File: config.mk
export PLATFORM = sky130hd
export DESIGN_NAME = ifetch_ctrl_flat
export DESIGN_NICKNAME = d
export VERILOG_FILES = /design/src/rtl/ifetch_ctrl_pkg.sv /design/src/rtl/ifetch_ctrl_if.sv /design/src/rtl/ifetch_ctrl_fetch_fifo.sv /design/src/rtl/ifetch_ctrl.sv /design/src/flat_wrapper.sv
export SDC_FILE = /design/constraint.sdc
export NUM_CORES = 1
export LEC_CHECK = 0
export ABC_AREA = 1
export ABC_CLOCK_PERIOD_IN_PS = 4600
export BUFFER_PORTS_ARGS = -buffer_cell sky130_fd_sc_hd__buf_2
export CAP_MARGIN = 25
export CORE_UTILIZATION = 35
export CTS_BUF_LIST = sky130_fd_sc_hd__clkbuf_4 sky130_fd_sc_hd__clkbuf_8
export DETAILED_ROUTE_END_ITERATION = 16
export GPL_ROUTABILITY_DRIVEN = 0
export PLACE_DENSITY = 0.63
export SYNTH_ARGS = -nofsm -noshare
export SYNTH_HDL_FRONTEND = slang
export SYNTH_SLANG_ARGS = --single-unit
export TNS_END_PERCENT = 5
File: constraint.sdc
create_clock -name clk -period 4.6 [get_ports clk]
set_input_delay 0.92 -clock clk [delete_from_list [all_inputs] [get_ports clk]]
set_output_delay 0.92 -clock clk [all_outputs]
set_load 0.01 [all_outputs]
File: src/rtl/ifetch_ctrl_pkg.sv
// ifetch_ctrl_pkg: shared constants and fetch-packet layout for the fetch sequencer
package ifetch_ctrl_pkg;
    localparam int DEF_ADDR = 32;
    localparam int DEF_WORD = 32;
    localparam logic [DEF_ADDR-1:0] DEF_RESET_PC = '0;
    localparam int INSN_ALIGN = 4;

    typedef struct packed {
        logic [DEF_ADDR-1:0] pc;
        logic [DEF_WORD-1:0] insn;
    } fetch_pkt_t;

    localparam int PKT_W = $bits(fetch_pkt_t);
endpackage

File: src/rtl/ifetch_ctrl_if.sv
// ifetch_ctrl_if: control, ROM and decode-side signals of the fetch sequencer
interface ifetch_ctrl_if import ifetch_ctrl_pkg::*; #(
    parameter int ADDR = DEF_ADDR,
    parameter int WORD = DEF_WORD
);
    logic            fetch_en;
    logic            redirect_valid;
    logic [ADDR-1:0] redirect_pc;
    logic [ADDR-1:0] rom_addr;
    logic [WORD-1:0] rom_dout;
    logic            out_valid;
    logic            out_ready;
    logic [ADDR-1:0] out_pc;
    logic [WORD-1:0] out_insn;

    modport master (
        input  fetch_en, redirect_valid, redirect_pc, rom_dout, out_ready,
        output rom_addr, out_valid, out_pc, out_insn
    );

    modport slave (
        output fetch_en, redirect_valid, redirect_pc, rom_dout, out_ready,
        input  rom_addr, out_valid, out_pc, out_insn
    );
endinterface

File: src/rtl/ifetch_ctrl_fetch_fifo.sv
// fetch_fifo: shift-register FIFO with flush whose head entry is always slot 0 (registered output)
module fetch_fifo import ifetch_ctrl_pkg::*; #(
    parameter int W     = PKT_W,
    parameter int DEPTH = 2
) (
    input  logic                       clk,
    input  logic                       rst,
    input  logic                       flush,
    input  logic                       push,
    input  logic                       pop,
    input  logic [W-1:0]               din,
    output logic [W-1:0]               head,
    output logic [$clog2(DEPTH+1)-1:0] count
);
    localparam int CW = $clog2(DEPTH+1);
    localparam int AW = $clog2(DEPTH);

    logic [W-1:0]  mem [DEPTH];
    logic [AW-1:0] wr_idx;

    assign wr_idx = AW'(count - CW'(pop));
    assign head   = mem[0];

    // Shift toward slot 0 on pop, write behind the surviving entries on push; flush/reset empty and zero it
    always_ff @(posedge clk) begin
        if (rst || flush) begin
            count <= '0;
            for (int i = 0; i < DEPTH; i++) mem[i] <= '0;
        end else begin
            if (pop) begin
                for (int i = 0; i < DEPTH - 1; i++) mem[i] <= mem[i+1];
                mem[DEPTH-1] <= '0;
            end
            if (push) mem[wr_idx] <= din;
            count <= count + CW'(push) - CW'(pop);
        end
    end

    a_no_overflow: assert property (@(posedge clk) disable iff (rst)
        !(push && !pop && !flush && count == CW'(DEPTH)));
endmodule

File: src/rtl/ifetch_ctrl.sv
// ifetch_ctrl: PC sequencer issuing ROM reads and absorbing the one-cycle ROM latency in a FIFO
module ifetch_ctrl import ifetch_ctrl_pkg::*; #(
    parameter int              ADDR     = DEF_ADDR,
    parameter int              WORD     = DEF_WORD,
    parameter logic [ADDR-1:0] RESET_PC = ADDR'(DEF_RESET_PC),
    parameter int              DEPTH    = 2
) (
    input logic          clk,
    input logic          rst,
    ifetch_ctrl_if.master bus
);
    localparam int CW = $clog2(DEPTH+1);

    logic [ADDR-1:0]      pc_q;
    logic [ADDR-1:0]      inflight_pc_q;
    logic                 inflight_q;
    logic [ADDR-1:0]      tgt;
    logic                 pop;
    logic                 push;
    logic                 issue;
    logic [CW-1:0]        count;
    logic [CW:0]          occ;
    logic [ADDR+WORD-1:0] head;

    assign tgt           = {bus.redirect_pc[ADDR-1:2], 2'b00};
    assign bus.rom_addr  = rst ? RESET_PC : bus.redirect_valid ? tgt : pc_q;
    assign bus.out_valid = count != '0;
    assign pop           = bus.out_valid & bus.out_ready;
    assign occ           = {1'b0, count} + (CW+1)'(inflight_q) - (CW+1)'(pop);
    assign issue         = bus.fetch_en & ~rst & (bus.redirect_valid | (occ < (CW+1)'(DEPTH)));
    assign push          = inflight_q & ~bus.redirect_valid;
    assign {bus.out_pc, bus.out_insn} = head;

    // PC advance, redirect load and in-flight read tracking
    always_ff @(posedge clk) begin
        if (rst) begin
            pc_q          <= RESET_PC;
            inflight_q    <= 1'b0;
            inflight_pc_q <= '0;
        end else begin
            inflight_q <= issue;
            if (issue) begin
                inflight_pc_q <= bus.rom_addr;
                pc_q          <= bus.rom_addr + ADDR'(INSN_ALIGN);
            end else if (bus.redirect_valid) begin
                pc_q <= tgt;
            end
        end
    end

    fetch_fifo #(.W(ADDR+WORD), .DEPTH(DEPTH)) u_fifo (
        .clk   (clk),
        .rst   (rst),
        .flush (bus.redirect_valid),
        .push  (push),
        .pop   (pop),
        .din   ({inflight_pc_q, bus.rom_dout}),
        .head  (head),
        .count (count)
    );
endmodule
File: src/flat_wrapper.sv
// flat-port wrapper written by rule: the top's interface ports become plain ports
module ifetch_ctrl_flat import ifetch_ctrl_pkg::*;
#(
    parameter int              ADDR     = DEF_ADDR,
    parameter int              WORD     = DEF_WORD,
    parameter logic [ADDR-1:0] RESET_PC = ADDR'(DEF_RESET_PC),
    parameter int              DEPTH    = 2
)
  (clk, rst, bus_fetch_en, bus_redirect_valid, bus_redirect_pc, bus_rom_dout, bus_out_ready, bus_rom_addr, bus_out_valid, bus_out_pc, bus_out_insn);
  ifetch_ctrl_if #(.ADDR(ADDR), .WORD(WORD)) bus_i ();
  input logic clk;
  input logic rst;
  input wire logic [$bits(bus_i.fetch_en)-1:0] bus_fetch_en;
  input wire logic [$bits(bus_i.redirect_valid)-1:0] bus_redirect_valid;
  input wire logic [$bits(bus_i.redirect_pc)-1:0] bus_redirect_pc;
  input wire logic [$bits(bus_i.rom_dout)-1:0] bus_rom_dout;
  input wire logic [$bits(bus_i.out_ready)-1:0] bus_out_ready;
  output wire logic [$bits(bus_i.rom_addr)-1:0] bus_rom_addr;
  output wire logic [$bits(bus_i.out_valid)-1:0] bus_out_valid;
  output wire logic [$bits(bus_i.out_pc)-1:0] bus_out_pc;
  output wire logic [$bits(bus_i.out_insn)-1:0] bus_out_insn;
  assign bus_i.fetch_en = bus_fetch_en;
  assign bus_i.redirect_valid = bus_redirect_valid;
  assign bus_i.redirect_pc = bus_redirect_pc;
  assign bus_i.rom_dout = bus_rom_dout;
  assign bus_i.out_ready = bus_out_ready;
  assign bus_rom_addr = bus_i.rom_addr;
  assign bus_out_valid = bus_i.out_valid;
  assign bus_out_pc = bus_i.out_pc;
  assign bus_out_insn = bus_i.out_insn;
  ifetch_ctrl #(.ADDR(ADDR), .WORD(WORD), .RESET_PC(RESET_PC), .DEPTH(DEPTH)) u_core (.clk(clk), .rst(rst), .bus(bus_i));
endmodule
==> results of run 1 <==
==> worst min-delay path, stage by stage, from the launching register on <==
cell	delay [ns]
dfxtp_1	0.32
nand2_1	0.08
inv_1	0.06
==> flip-flops by register name, summed over array words and instances, names as in the netlist <==
signal / cells
u_core.inflight_pc_q: 32
u_core.u_fifo.count: 2
u_core.pc_q: 32
u_core.u_fifo.mem: 128
u_core.inflight_q: 1
==> power by group through the flow <==
stage               combinational (mW)  sequential, mW  clock [mW]
global placement                 0.362            2.02           0
global route                     0.408            2.00        1.18
finish                           0.363            1.99        1.06
floorplan                        0.205            2.05           0
CTS                              0.368            1.99        1.10
detailed placement               0.367            2.03           0
==> path summary, 6_finish.rpt <==
kind | from | to | slack, ns | cells past startpoint
min reg2reg | u_core.pc_q[1]$_SDFF_PP0_ | u_core.pc_q[1]$_SDFF_PP0_ | 0.48 | 2
max reg2reg | u_core.u_fifo.count[1]$_SDFF_PP0_ | u_core.pc_q[9]$_SDFF_PP0_ | 1.35 | 18
max | bus_redirect_valid | bus_rom_addr[30] | 1.28 | 5
min | u_core.pc_q[1]$_SDFF_PP0_ | u_core.pc_q[1]$_SDFF_PP0_ | 0.48 | 2
==> cells by family (layout without fill, tap and decap cells) <==
group | after synthesis | count (layout)
and+or+nand+nor | 390 | 390
DFF | 195 | 195
buffers and inverters | 194 | 355
AOI/OAI and AO/OA | 169 | 169
adders and majority gates | 3 | 3
xor gates and xnor gates | 2 | 2
muxes | 2 | 2
==> cell type report <==
type,count,area (um^2)
fillers,2518,14200
well taps,324,405
flip-flops and latches,195,5180
clock buffers,20,256
multi-input cells,566,2770
inverters,146,551
clock inverters,12,108
repair buffers,177,933
==> synthesized netlist by cell type <==
cell type / number / share of area, %
nand2_1: 148 / 6.4
inv_1: 136 / 5.9
edfxtp_1: 128 / 44
nor2_1: 109 / 4.7
o21ai_0: 95 / 5.5
nand3_1: 80 / 4.6
dfxtp_1: 67 / 15
a21oi_1: 37 / 2.1
buf_2: 23 / 1.3
o21ai_1: 23 / 1.3
clkbuf_1: 18 / 0.78
nor2_2: 13 / 0.93
nand2_2: 11 / 0.79
nand4_1: 11 / 0.79
inv_2: 8 / 0.34
nor2_4: 8 / 1.0
buf_6: 5 / 0.65
nor3_1: 5 / 0.29
a21oi_2: 4 / 0.40
nand3_2: 3 / 0.34
a211oi_1: 2 / 0.17
ha_1: 2 / 0.29
mux2i_1: 2 / 0.23
o21bai_1: 2 / 0.17
xor2_1: 2 / 0.20
a22oi_1: 1 / 0.086
a31oi_1: 1 / 0.072
buf_1: 1 / 0.043
buf_8: 1 / 0.17
clkinv_1: 1 / 0.043
fa_1: 1 / 0.23
inv_4: 1 / 0.072
nand3_4: 1 / 0.20
nor3_2: 1 / 0.11
o21a_1: 1 / 0.086
o21ai_2: 1 / 0.10
o22ai_1: 1 / 0.072
o31ai_1: 1 / 0.086
==> per-stage QoR <==
step	hold slack, ns	cells
after floorplan	0.427	955
after global placement	0.445	1408
after detailed placement	0.450	1408
after CTS	0.474	1440
after global routing	0.498	1440
final	0.475	1440
==> layer usage <==
layer,up-vias,GRT usage [%]
met3,17,3.17
li1,3427,-
met4,0,4.55
met1,2967,22.4
met2,171,24.2
met5,-,0
==> run metrics, run 1 <==
DR vias=6582; Net Switching=889 uW; mux share of post-synthesis cell area=0.230%; Tmin final=3.32 ns; Req. time, crit path=3.68 ns; slowest stage cell, crit path=buf_2; family with the most delay on the worst path=buffers and inverters; Arrival @ worst endpoint=2.40 ns; drt first pass iters=5; Vias/cell=4.57; placement row count=57; largest net degree at the start of global routing=69; crit path buf inv count=3; headroom to the max-slew limit=52.4%; status=finished clean; Pwr Density=335 nW/um^2; CP cell instances=buf_2 -> buf_4 -> mux2i_1 -> nor2_1 -> buf_2; number of CTS-inserted buffers=17; first-pass GRT wire length=32.1 mm; ratio of cells with drive above 1 in the final layout=23.5%; total congestion overflow=0; Crit Path Class=in -> out; I/O Pins=166; Slew @ Worst Pin=0.712 ns; largest family of logic cells by synthesized area=simple AND/OR/NAND/NOR gates; ANT nets after route=0; fmax=0.301 GHz; CP max stage delay=0.50 ns; Critical Path Sink Type=output port; die width=160 um; crit path launch type=primary input; DRT iter0 DRCs=561; DRC=0; setup TNS=0 ns; Clock Power Share=31.2%; Ys Warns=0; Post-CTS Setup Repair Bufs=0; setup slack after layout=1.28 ns; placed cell areas=9840 um^2; skew final=0.0115 ns; final count of hold timing violations=0; Simple-Gate Fraction of Synth Area=20.2%; final setup fails=0; area share of fa/ha/maj cells after synthesis=0.517%; H-tree depth=4; Die ar.=25500 um^2; antenna violations before repair=0; CTS tree=built; Seq cells post-synth=195; top sig layer=met4; sw frac=26.0%; Post-Syn Area=8720 um^2; met3 wire length=827 um; HP Class=reg -> reg; Area Growth Syn to Fin=17.1%; Routed WL=19.4 mm; Post-Syn Nets=1027; Avg Cell Area, Syn=9.13 um^2; die span in y=160 um; vias in the first global route=6275; cell area after layout=10200 um^2; commonest non-fill, non-tap cell in the layout=buf_2; DP Worst Slack=0.990 ns; Worst-path clk slew=0.09 ns; nets=1175; Synth Area in Compound Gates=10.1%; crit-path max FO=31; port bufs=163; sequential power share=58.2%; Seq/Total Area, Yosys=59.5%; cells after synthesis=955; most used cell, CP=buf_2; maximum VDD drop=0.166 mV; Design Power=3.41 mW; met2 wire length=8.66 mm; Total GRT Usage=15.7%; Core Region=24400 um^2; placed wire-length estimate=13.6 mm; fin util=41.8%; Power Internal=2.53 mW; RSZ-0062 raised after global routing=false; latest clock arrival within the worst-skew pair=0.45 ns; final cycle utilization of the critical path=72.3%; ANT cells=0; CTS Hold Bufs=0; xor and xnor area share after synthesis=0.201%; initial core utilization=35.7%; cts repair resizes=0; Leak=4.59 nW; Comb pwr share=10.6%; count of cell types in the netlist=38; Root Buffer=clkbuf_8; most frequent cells in the layout=buf_2 (163), nand2_1 (147), inv_1 (136); Pins Over Slew Limit=0; clk sinks=195; wl on met1=9.65 mm; # Max-Cap Violations=0; CTS max path bufs=2; Wirelength per Cell=13.5 um
(Power assumes the default switching activity.)
==> run 2: changes to the inputs <==
- ABC_AREA: 1 -> 0
- ABC_CLOCK_PERIOD_IN_PS: 4600 -> 3110
- clock period: 4.6 -> 3.11 ns (I/O delays scaled with it)
==> run metrics, run 2 <==
Worst-path clk slew=0.11 ns; CTS tree=built; R2R Path Start=u_core.u_fifo.count[0]$_SDFF_PP0_; Critical Path Sink Type=flip-flop; maximum VDD drop=0.234 mV; Tmin final=2.84 ns; sequential power share=58.5%; number of flip-flops in the largest register=128; final count of hold timing violations=0; sw frac=26.8%; cell taking the most area after synthesis=edfxtp_1; ANT cells=0; count of cell types in the netlist=59; area of the multi-input gates=3370 um^2; Core Region=24500 um^2; Seq. cell area=5180 um^2; crit path launch=u_core.u_fifo.count[0]$_SDFF_PP0_; Post-Syn Nets=898; dominant cell by count in the synthesized netlist=nand2_1; DR vias=6313; source of the worst hold timing path=bus_rom_dout[27]; vias in the first global route=5950; H-tree depth=4; cells after synthesis=826; ratio of cells with drive above 1 in the final layout=25.5%; status=finished clean; wl on met1=9.96 mm; Critical Path Sink=u_core.pc_q[23]$_SDFF_PP0_; ys async rst share=0%; Vias/cell=4.78; placement row count=57; number of synthesized flops with an enable pin=128; Yosys top cell area share=43.9%; die span in y=160 um; cts repair resizes=0; Total GRT Usage=15.6%; Crit Path Class=reg -> reg; total congestion overflow=0; Arrival @ worst endpoint=3.19 ns; most used cell, CP=or2_2; Power Internal=3.73 mW; Net Switching=1.37 mW; FF-to-FF End=u_core.pc_q[23]$_SDFF_PP0_; Worst R2R Setup Slack=0.27 ns; Wirelength per Cell=14.8 um; most frequent cells after synthesis=nand2_1 (149), edfxtp_1 (128), and2_1 (78), nor2_1 (78), o21ai_0 (69); Leak=4.21 nW; initial core utilization=35.8%; Comb pwr share=11.1%; crit path launch type=flip-flop; Pwr Density=489 nW/um^2; Synth area leaders=edfxtp_1 (44%), dfxtp_1 (15%), nand2_1 (6.4%); crit path buf inv count=1; I/O Pins=166; family with the most delay on the worst path=simple AND/OR/NAND/NOR gates; top sig layer=met4; largest net degree at the start of global routing=68; final setup fails=0; slowest stage cell, crit path=fa_1; Slew @ Worst Pin=0.546 ns; number of CTS-inserted buffers=17; CP Depth=10; latest clock arrival within the worst-skew pair=0.45 ns; Post-CTS Setup Repair Bufs=0; most frequent cells in the layout=buf_2 (163), nand2_1 (148), edfxtp_1 (128); nets=1055; clk sinks=195; # Max-Cap Violations=0; final cycle utilization of the critical path=91.4%; CP max stage delay=0.44 ns; drt first pass iters=5; Pins Over Slew Limit=0; largest registers=u_core.u_fifo.mem: 128 flops, u_core.inflight_pc_q: 32 flops, u_core.pc_q: 32 flops; ANT nets after route=0; reg2reg path depth=10; Clock Power Share=30.3%; Die ar.=25700 um^2; CP cell instances=or2_2 -> nand2_1 -> or2_2 -> fa_1 -> nand2b_1 -> o21ai_4 -> nand4_2 -> buf_4 -> nor3_2 -> mux2_1; DP Worst Slack=0.0284 ns; Seq/Total Area, Yosys=59.2%; DRT iter0 DRCs=478; Layout fillers=2379; die width=160 um; commonest non-fill, non-tap cell in the layout=buf_2; HP Class=in -> reg; port bufs=163; Biggest register=u_core.u_fifo.mem; top_reg_cell synth=edfxtp_1; Area Growth Syn to Fin=19.2%; antenna violations before repair=0; met2 wire length=8.44 mm; fmax=0.352 GHz; Ys Warns=0; skew final=0.0134 ns; headroom to the max-slew limit=63.6%; Root Buffer=clkbuf_8; first-pass GRT wire length=31.6 mm; setup slack after layout=0.267 ns; CTS max path bufs=2; Req. time, crit path=3.46 ns; DRC=0; Avg Cell Area, Syn=10.6 um^2; met3 wire length=912 um; setup TNS=0 ns; Seq cells post-synth=195; placed wire-length estimate=13.5 mm; crit-path max FO=8; Routed WL=19.5 mm; Post-Syn Area=8760 um^2; CTS Hold Bufs=0; RSZ-0062 raised after global routing=false
## run 2: cell types whose count changed after synthesis, sizes merged, moves of 11 or more
cell	change
a211oi	+29
a21oi	-37
and2	+78
buf	-11
clkbuf	+17
inv	-142
mux2	+12
mux2i	+28
nand3	-66
nor2	-51
nor3	+12
o21ai	-48
xnor2	+13
## run 2: cell type report
cell class / instances / area share (%)
sequential: 195 / 49.6
clock buffer: 18 / 2.37
inverter: 3 / 0.108
clock inverter: 14 / 1.15
tap: 324 / 3.88
multi-input combinational: 574 / 32.2
timing repair buffer: 192 / 10.6
## run 2: worst min path at each step
stage                     cells past startpoint  slack [ns]                                      to
final                                         2        0.45  u_core.u_fifo.mem[1][27]$_SDFFCE_PN0P_
after global routing                          2        0.41  u_core.u_fifo.mem[1][27]$_SDFFCE_PN0P_
after CTS                                     3        0.41       u_core.u_fifo.mem[0][0]$_DFFE_PP_
after detailed placement                      1        0.44               u_core.pc_q[1]$_SDFF_PP0_
after global placement                        1        0.43               u_core.pc_q[1]$_SDFF_PP0_
after floorplan                               1        0.42               u_core.pc_q[0]$_SDFF_PP0_
## run 2: kinds of logic (layout without fill, tap and decap cells)
group | count (synthesis) | count (layout) | synth area share, %
flops | 195 | 195 | 59.2
buf+inv | 57 | 227 | 2.94
simple gates | 383 | 383 | 21.3
fa+ha+maj | 3 | 3 | 0.514
compound gates | 131 | 131 | 9.59
mux | 42 | 42 | 4.97
xor+xnor | 15 | 15 | 1.50
## run 2: per-layer routing
metal | GRT usage [%] | up-vias
met3 | 3.25 | 12
met5 | 0 | -
met1 | 23.1 | 2926
met2 | 23.0 | 168
li1 | - | 3207
met4 | 3.94 | 0
## run 2: power groups by stage
stage | clock network (mW) | registers [mW] | logic [mW]
6_report | 1.55 | 2.99 | 0.568
5_1_grt | 1.73 | 3.01 | 0.628
4_1_cts | 1.62 | 2.99 | 0.577
3_5_place_dp | 0 | 3.05 | 0.575
3_3_place_gp | 0 | 3.04 | 0.569
2_1_floorplan | 0 | 3.07 | 0.301
## run 2: worst register-to-register path, cell delays in order, from the launching register on
cell and delay (ns):
dfxtp_1 0.41, or2_2 0.15, nand2_1 0.06, or2_2 0.29
fa_1 0.44, nand2b_1 0.19, o21ai_4 0.23, nand4_2 0.22
buf_4 0.25, nor3_2 0.18, mux2_1 0.33
## run 2: through the flow
step,area [um^2],hold WS (ns),std cells,power [mW],utilization [%]
2_1_floorplan,8770,0.421,826,3.37,-
3_3_place_gp,10100,0.434,1288,3.61,41.2
3_5_place_dp,10100,0.437,1288,3.62,41.2
4_1_cts,10400,0.413,1320,5.19,42.7
5_1_grt,10400,0.414,1320,5.37,42.7
6_report,10400,0.453,1320,5.10,42.7
